## config.mk

```make
export PLATFORM = sky130hd
export DESIGN_NAME = ram_access_arbiter
export DESIGN_NICKNAME = d
export VERILOG_FILES = /design/src/rtl/ram_access_arbiter.sv
export SDC_FILE = /design/constraint.sdc
export NUM_CORES = 1
export LEC_CHECK = 0
export CORE_MARGIN = 1
export CORE_UTILIZATION = 35
export DETAILED_ROUTE_END_ITERATION = 10
export GPL_ROUTABILITY_DRIVEN = 0
export MAX_ROUTING_LAYER = met4
export PLACE_DENSITY = 0.73
export SKIP_LAST_GASP = 1
export SLEW_MARGIN = 20
export SYNTH_ARGS = -nofsm -noshare
export SYNTH_HDL_FRONTEND = slang
export SYNTH_SLANG_ARGS = --single-unit
```

## constraint.sdc

```tcl
create_clock -name clock -period 1.45 [get_ports clock]
set_input_delay 0.145 -clock clock [delete_from_list [all_inputs] [get_ports clock]]
set_output_delay 0.145 -clock clock [all_outputs]
set_load 0.02 [all_outputs]
```

## src/rtl/ram_access_arbiter.sv

```systemverilog
// ram_access_arbiter: shares the chipset RAM port between system-bus memory
// cycles and the video fetcher. Each access runs as a request/done handshake
// toward the RAM. Bus cycles are held with memory_access_ready until their
// data has been returned. Video wins contention for a bounded streak of
// grants, and then the waiting bus cycle is served.
module ram_access_arbiter #(
    parameter int unsigned MAX_VIDEO_STREAK = 4
) (
    input  logic        clock,
    input  logic        reset_n,
    input  logic [19:0] address,
    input  logic [7:0]  internal_data_bus,
    input  logic        memory_read_n,
    input  logic        memory_write_n,
    input  logic        ram_address_select_n,
    output logic        memory_access_ready,
    output logic [7:0]  bus_data_out,
    input  logic        video_request,
    input  logic [19:0] video_address,
    output logic        video_acknowledge,
    output logic [7:0]  video_data,
    output logic [19:0] ram_address,
    output logic [7:0]  ram_write_data,
    output logic        ram_read,
    output logic        ram_write,
    input  logic        ram_done,
    input  logic [7:0]  ram_read_data
);

    localparam int unsigned STREAK_W = $clog2(MAX_VIDEO_STREAK + 1);
    localparam logic [STREAK_W-1:0] STREAK_MAX = STREAK_W'(MAX_VIDEO_STREAK);

    typedef enum logic [1:0] {
        IDLE,
        BUS_ACCESS,
        VIDEO_ACCESS
    } state_t;

    state_t              r_state;
    logic [STREAK_W-1:0] r_streak;
    logic                r_bus_served;
    logic [19:0]         r_ram_address;
    logic [7:0]          r_ram_write_data;
    logic                r_ram_read;
    logic                r_ram_write;
    logic [7:0]          r_bus_data_out;
    logic [7:0]          r_video_data;
    logic                r_video_ack;

    logic w_bus_req;
    logic w_bus_pending;
    logic w_grant_video;
    logic w_grant_bus;

    assign w_bus_req     = ~ram_address_select_n & (~memory_read_n | ~memory_write_n);
    // bus_served keeps a completed cycle from being re-run while its strobe stays low
    assign w_bus_pending = w_bus_req & ~r_bus_served;

    assign memory_access_ready = ~w_bus_pending;
    assign bus_data_out        = r_bus_data_out;
    assign video_acknowledge   = r_video_ack;
    assign video_data          = r_video_data;
    assign ram_address         = r_ram_address;
    assign ram_write_data      = r_ram_write_data;
    assign ram_read            = r_ram_read;
    assign ram_write           = r_ram_write;

    // Arbitration in IDLE: video first unless its streak has used up the bus's patience
    always_comb begin
        w_grant_video = 1'b0;
        w_grant_bus   = 1'b0;
        if (r_state == IDLE) begin
            if (video_request && (!w_bus_pending || (r_streak < STREAK_MAX))) begin
                w_grant_video = 1'b1;
            end else if (w_bus_pending) begin
                w_grant_bus = 1'b1;
            end
        end
    end

    // Access sequencer: grant, hold the RAM request until done, then return data
    always_ff @(posedge clock or negedge reset_n) begin
        if (!reset_n) begin
            r_state          <= IDLE;
            r_streak         <= '0;
            r_bus_served     <= 1'b0;
            r_ram_address    <= '0;
            r_ram_write_data <= '0;
            r_ram_read       <= 1'b0;
            r_ram_write      <= 1'b0;
            r_bus_data_out   <= '0;
            r_video_data     <= '0;
            r_video_ack      <= 1'b0;
        end else begin
            r_video_ack <= 1'b0;
            if (!w_bus_req) begin
                r_bus_served <= 1'b0;
            end
            case (r_state)
                IDLE: begin
                    if (w_grant_video) begin
                        r_state       <= VIDEO_ACCESS;
                        r_ram_address <= video_address;
                        r_ram_read    <= 1'b1;
                        r_ram_write   <= 1'b0;
                        if (w_bus_pending) begin
                            if (r_streak < STREAK_MAX) begin
                                r_streak <= r_streak + 1'b1;
                            end
                        end else begin
                            r_streak <= '0;
                        end
                    end else if (w_grant_bus) begin
                        r_state          <= BUS_ACCESS;
                        r_ram_address    <= address;
                        r_ram_write_data <= internal_data_bus;
                        r_ram_write      <= ~memory_write_n;
                        r_ram_read       <= memory_write_n & ~memory_read_n;
                        r_streak         <= '0;
                    end
                end
                BUS_ACCESS: begin
                    if (ram_done) begin
                        r_state     <= IDLE;
                        r_ram_read  <= 1'b0;
                        r_ram_write <= 1'b0;
                        if (r_ram_read) begin
                            r_bus_data_out <= ram_read_data;
                        end
                        // A strobe already released must not leave a stale served flag
                        if (w_bus_req) begin
                            r_bus_served <= 1'b1;
                        end
                    end
                end
                VIDEO_ACCESS: begin
                    if (ram_done) begin
                        r_state      <= IDLE;
                        r_ram_read   <= 1'b0;
                        r_ram_write  <= 1'b0;
                        r_video_data <= ram_read_data;
                        r_video_ack  <= 1'b1;
                    end
                end
                default: begin
                    r_state <= IDLE;
                end
            endcase
        end
    end

endmodule
```

; Word level (Yosys, flattened, before mapping)
; Cells that the tools add are included.
[classes]
add_sub_neg = 1
n_reduce_logical = 14
n_mux = 28
eq_ne = 5
bitwise_logic = 10
n_lt_le_gt_ge = 1
[op_table]
columns = operator, n
row1 = two-way mux 20 bit, 2
row2 = two-way mux 1 bit, 16
row3 = two-way mux 3 bit, 4
row4 = AND reduction 3 bit, 4
row5 = two-way mux 2 bit, 3
row6 = NOT 1 bit, 6
row7 = AND reduction 2 bit, 3
row8 = case mux 1 bit (2 select lines), 2
row9 = case mux 2 bit (2 select lines), 1
row10 = nonzero test 2 bit, 2
row11 = "adder 3 x 1 -> 3 bit, second input constant", 1
row12 = AND 1 bit, 3
row13 = "< comparator 3 bit, second input constant", 1
row14 = "inequality test 3 x 2 -> 1 bit, second input constant", 1
row15 = "inequality test 3 bit, second input constant", 1
row16 = "== test 2 x 1 -> 1 bit, second input constant", 1
row17 = "== test 2 bit, second input constant", 1
row18 = zero test 2 bit, 1
row19 = "inequality test 2 x 1 -> 1 bit, second input constant", 1
row20 = OR reduction 2 bit, 1
row21 = logical AND 1 bit, 1
row22 = zero test 1 bit, 1
row23 = logical OR 1 bit, 1
row24 = bitwise OR 1 bit, 1
[totals]
inputBits = 63
output_inout_bits = 48
reg_bits = 53
wordCells = 69

; Logic depth before layout (Yosys ltp)
[logic_depth]
depth_word = 12
depth_mapped = 8
ltp_nobuf = 6

; Worst setup path before layout
; OpenSTA, ideal clock, no wires.
[synth_timing]
kind = register -> register
from = reg r_state[1]
to = reg r_ram_address[10], in the netlist ram_address[10]
setup_time_ns = 0.132
path_slack_ns = -0.153
t_arrival_ns = 1.470
path_stages_with_launch = 9
cell_sequence = dfrtp_1 > inv_1 > ha_1 > clkbuf_2 > nand2_1 > a21oi_4 > buf_6 > mux2i_1 > o21ai_1
[synth_via]
elab_chain_cells = 4
word_cells_on_any_way = 6
[synth_rtl]
columns = item, line
row1 = from (decl), 39  ; state_t r_state;
row2 = from (signal assigned), 84  ; r_state <= IDLE;
row3 = from (signal assigned), 102  ; r_state <= VIDEO_ACCESS;
row4 = from (signal assigned), 114  ; r_state <= BUS_ACCESS;
row5 = zero test 2 bit (*), "72, 99"
row6 = two-way mux 1 bit, 72  ; if (r_state == IDLE) begin
row7 = nonzero test 2 bit (no source line), --
row8 = AND reduction 2 bit (no source line), --
row9 = to (signal assigned), 103  ; r_ram_address <= video_address;
row10 = to (signal assigned), 115  ; r_ram_address <= address;
row11 = to (decl), 42  ; logic [19:0] r_ram_address;
; Every way passes the cells marked *; elsewhere a longest branch is shown, timed or not.
; A chain may end at the register's enable or synchronous reset.

; Worst setup path in the final report
[layout_timing]
from = reg r_bus_served
to = reg r_ram_write, in the netlist ram_write
[layout_via]
elab_chain_cells = 9
word_cells_on_any_way = 14
[layout_rtl]
columns = item, line
row1 = from (decl), 41  ; logic r_bus_served;
row2 = from (signal assigned), 86  ; r_bus_served <= 1'b0;
row3 = from (signal assigned), 97  ; r_bus_served <= 1'b0;
row4 = from (signal assigned), 132  ; r_bus_served <= 1'b1;
row5 = NOT 1 bit (*), 57  ; assign w_bus_pending = w_bus_req & ~r_bus_served;
row6 = AND 1 bit (*), 57
row7 = zero test 1 bit, 73  ; if (video_request && (!w_bus_pending || (r_streak < STREAK_MAX))) begin
row8 = logical OR 1 bit, 73
row9 = logical AND 1 bit, 73
row10 = two-way mux 1 bit, 73
row11 = two-way mux 1 bit, 72
row12 = inequality test 3 bit (no source line) / two-way mux 1 bit (equally long branches), --
row13 = AND reduction 3 bit (no source line) / case mux 1 bit (2 select lines) (equally long branches), --
row14 = to (signal assigned), 117  ; r_ram_write <= ~memory_write_n;
row15 = to (decl), 45  ; logic r_ram_write;
; Marked as above.

==> reports/results.tsv <==
stage	metric	value	unit
route	wirelength	5830	um
power	power	8180	uW
placement	io_buffers	110	
layout	drive_above_1_share	29.4	%
timing	setup_violations	19	
timing	drv_slew	0	
power	peakVddDrop	1.08	mV
layout	final_nets	399	
timing	finalSetupTns	-0.419	ns
global_route	grt_max_degree	34	
global_route	grt_overflow	0	
timing	fin_ws	-0.0628	ns
run	drv_cap	0	
route	final_antenna_net_count	0	
route	drc	0	
global_route	antenna_found_initial	0	
floorplanning	initial_core_util	36.5	%
cts	htreeDepth	2	
yosys	synthCells	187	
layout	layout.cells.non_filler	410	
yosys	syn_area	0.00233	sq mm
floorplanning	dieHeight	83.7	um
setup_path	critPathLaunch	r_bus_served	
setup_path	crit_path_max_incr_delay	0.42	ns
cts	cts_tree	done	
floorplanning	die_area	0.00700	sq mm
cts	clkTransAtPathRegs	0.09	ns
timing	worstMarginPinSlew	0.493	ns
yosys	synth-seq-cells	53	
placement	pre_cts_ws	-0.382	ns
timing	fin_worst_hold_slack	0.331	ns
cts	clock_latency	0.30	ns
cts	clock-sinks	53	
setup_path	rr_worst_depth	5	
yosys	syn-num-nets	254	
timing	post-route-min-period	1.51	ns
yosys	ys_types	30	
power	p_per_area	1960	mW/mm^2
yosys	ys_seq_area_share	56.8	%
route	via_count	1944	
cts	ctsRootBufferMaster	clkbuf_8	
outcome	status	finished, violations left	
placement	dpl.hpwl	4030	um
cts	cts-buffers-inserted	5	
power	leakage	0.00223	uW
setup_path	endpoint_kind	flop	
route	first_pass_iters	4	
timing	hold_viol_final	0	
timing	fin_skew	0.00345	ns
timing	clock.fmax	661	MHz
global_route	grt_pass1_vias	2012	
setup_path	r2r_start	r_bus_served	
global_route	grt_pass1_wl	9390	um
setup_path	crit_chain	a211oi_4, buf_6, nor2_4, a211oi_2, mux2_4	
timing	max_slew_margin	67.1	%
yosys	postSynthAreaPerCell	12.5	sq um
floorplanning	coreArea	0.00639	sq mm
setup_path	start_kind	flop	
cts	cts.path.max_buffers	2	
layout	syn_to_final_growth	78.8	%
outcome	violations	negative setup slack	
worst_hold_path	holdCritPathClass	input pin to asynchronous set/reset pin	
timing	rsz0062_at_grt	true	
setup_path	cpMaxStageDelayCell	dfrtp_1	
floorplanning	rows	29	
global_route	groute.usage.overall	17.2	%
route	first_iter_violations	94	
route	via_per_inst	4.74	
route	wl_per_cell	14.2	um
setup_path	path_max_fanout	3	
floorplanning	io_pins	111	
yosys	ys.warnings.count	0	
floorplanning	die_w	83.7	um
setup_path	crit_type	flop to flop	
layout	diodes	0	
placement	dpl.cell_count	390	
layout	mostFrequentLayoutCell	clkdlybuf4s50_1	
setup_path	critical_path_arrival	1.70	ns
timing	fin_crit_sh	104	%
layout	layout_common_cells	67 x clkdlybuf4s50_1, 53 x dfrtp_1, 39 x dlymetal6s2s_1	
setup_path	required	1.64	ns
-- stage by stage --
| stage | area (sq um) | util (%) |
|---|---|---|
| 6_report | 4170 | 65.3 |
| 3_5_place_dp | 3730 | 58.5 |
| 4_1_cts | 3920 | 61.3 |
| 5_1_grt | 4170 | 65.3 |
| 3_3_place_gp | 3730 | 58.5 |
| 2_1_floorplan | 2370 | - |
-- metal layers --
metal	share of wire [%]	vias up	GRT usage, %	wire length, um
li1	-	949	-	-
met1	43	922	20.0	2520
met2	51	71	29.8	2960
met3	5.5	2	4.55	318
met4	0.41	0	3.70	24
met5	0	-	-	0
-- worst max-delay path: cells and delay by family (launching register included) --
kind	cells	cell delay (ns)
AO/OA/AOI/OAI	2	0.48
flip-flops	1	0.42
multiplexers	1	0.32
buffers and inverters	1	0.15
AND/OR/NAND/NOR	1	0.03
-- cell type report --
| type | count | area [sq um] |
|---|---|---|
| tap | 77 | 96.3 |
| timing repair buffer | 144 | 1560 |
| multi-input combinational | 122 | 1070 |
| sequential | 53 | 1330 |
| clock buffer | 7 | 96.3 |
| clock inverter | 1 | 5.00 |
| fill | 538 | 2210 |
| inverter | 6 | 22.5 |
-- cell usage after synthesis --
cell / count / share of area, %
a211oi_2: 1 / 0.54
a211oi_4: 1 / 0.86
a21boi_0: 1 / 0.32
a21oi_1: 3 / 0.64
a21oi_4: 1 / 0.70
a22o_1: 3 / 1.1
buf_2: 2 / 0.43
buf_6: 2 / 0.97
clkbuf_1: 2 / 0.32
clkbuf_2: 1 / 0.21
dfrtp_1: 53 / 57
ha_1: 4 / 2.1
inv_1: 5 / 0.80
inv_2: 1 / 0.16
mux2_2: 26 / 13
mux2i_1: 20 / 8.6
nand2_1: 24 / 3.9
nand2b_1: 1 / 0.27
nand3_1: 2 / 0.43
nand3_2: 1 / 0.43
nor2_1: 2 / 0.32
nor2_2: 1 / 0.27
nor2b_1: 4 / 1.1
nor3_1: 2 / 0.43
o21ai_0: 1 / 0.21
o21ai_1: 19 / 4.1
o21ai_2: 1 / 0.38
o22a_1: 1 / 0.38
o31ai_1: 1 / 0.32
o32ai_1: 1 / 0.38
-- state kept, by name, indices dropped and copies added, names as in the netlist, 2 cells and up --
signal	flops
r_streak	3
ram_write_data	8
video_data	8
ram_address	20
r_state	2
bus_data_out	8
-- where the power goes --
| group | switching, uW | total [uW] | internal (uW) |
|---|---|---|---|
| clock network | 475 | 908 | 433 |
| logic | 2240 | 4780 | 2540 |
| registers | 343 | 2490 | 2150 |
-- worst paths after layout --
| path | slack (ns) | end |
|---|---|---|
| min in group clock | 0.38 | ram_read |
| max in group asynchronous | 0.58 | r_bus_served |
| setup / recovery | -0.06 | ram_write |
| hold / removal | 0.33 | video_data[3] |
| setup reg to reg | -0.06 | ram_write |
| hold reg to reg | 0.49 | ram_address[4] |
-- what timing repair did --
item	CTS	global route
gates cloned	1	3
endpoints found under the setup margin	34	88
pin swaps	2	7
setup buffers	3	4
hold buffers	1	0
endpoints found under the hold margin	20	0
gates resized for setup	10	66
-- kinds of logic after synthesis --
family                   after synthesis  share of synthesized area (%)
buffers and inverters                 13                           2.90
multiplexers                          46                           21.1
AO/OA/AOI/OAI                         34                           9.92
adder cells (fa/ha/maj)                4                           2.14
AND/OR/NAND/NOR                       37                           7.08
flip-flops                            53                           56.8
Note: power is estimated with default switching activity, not from simulation.
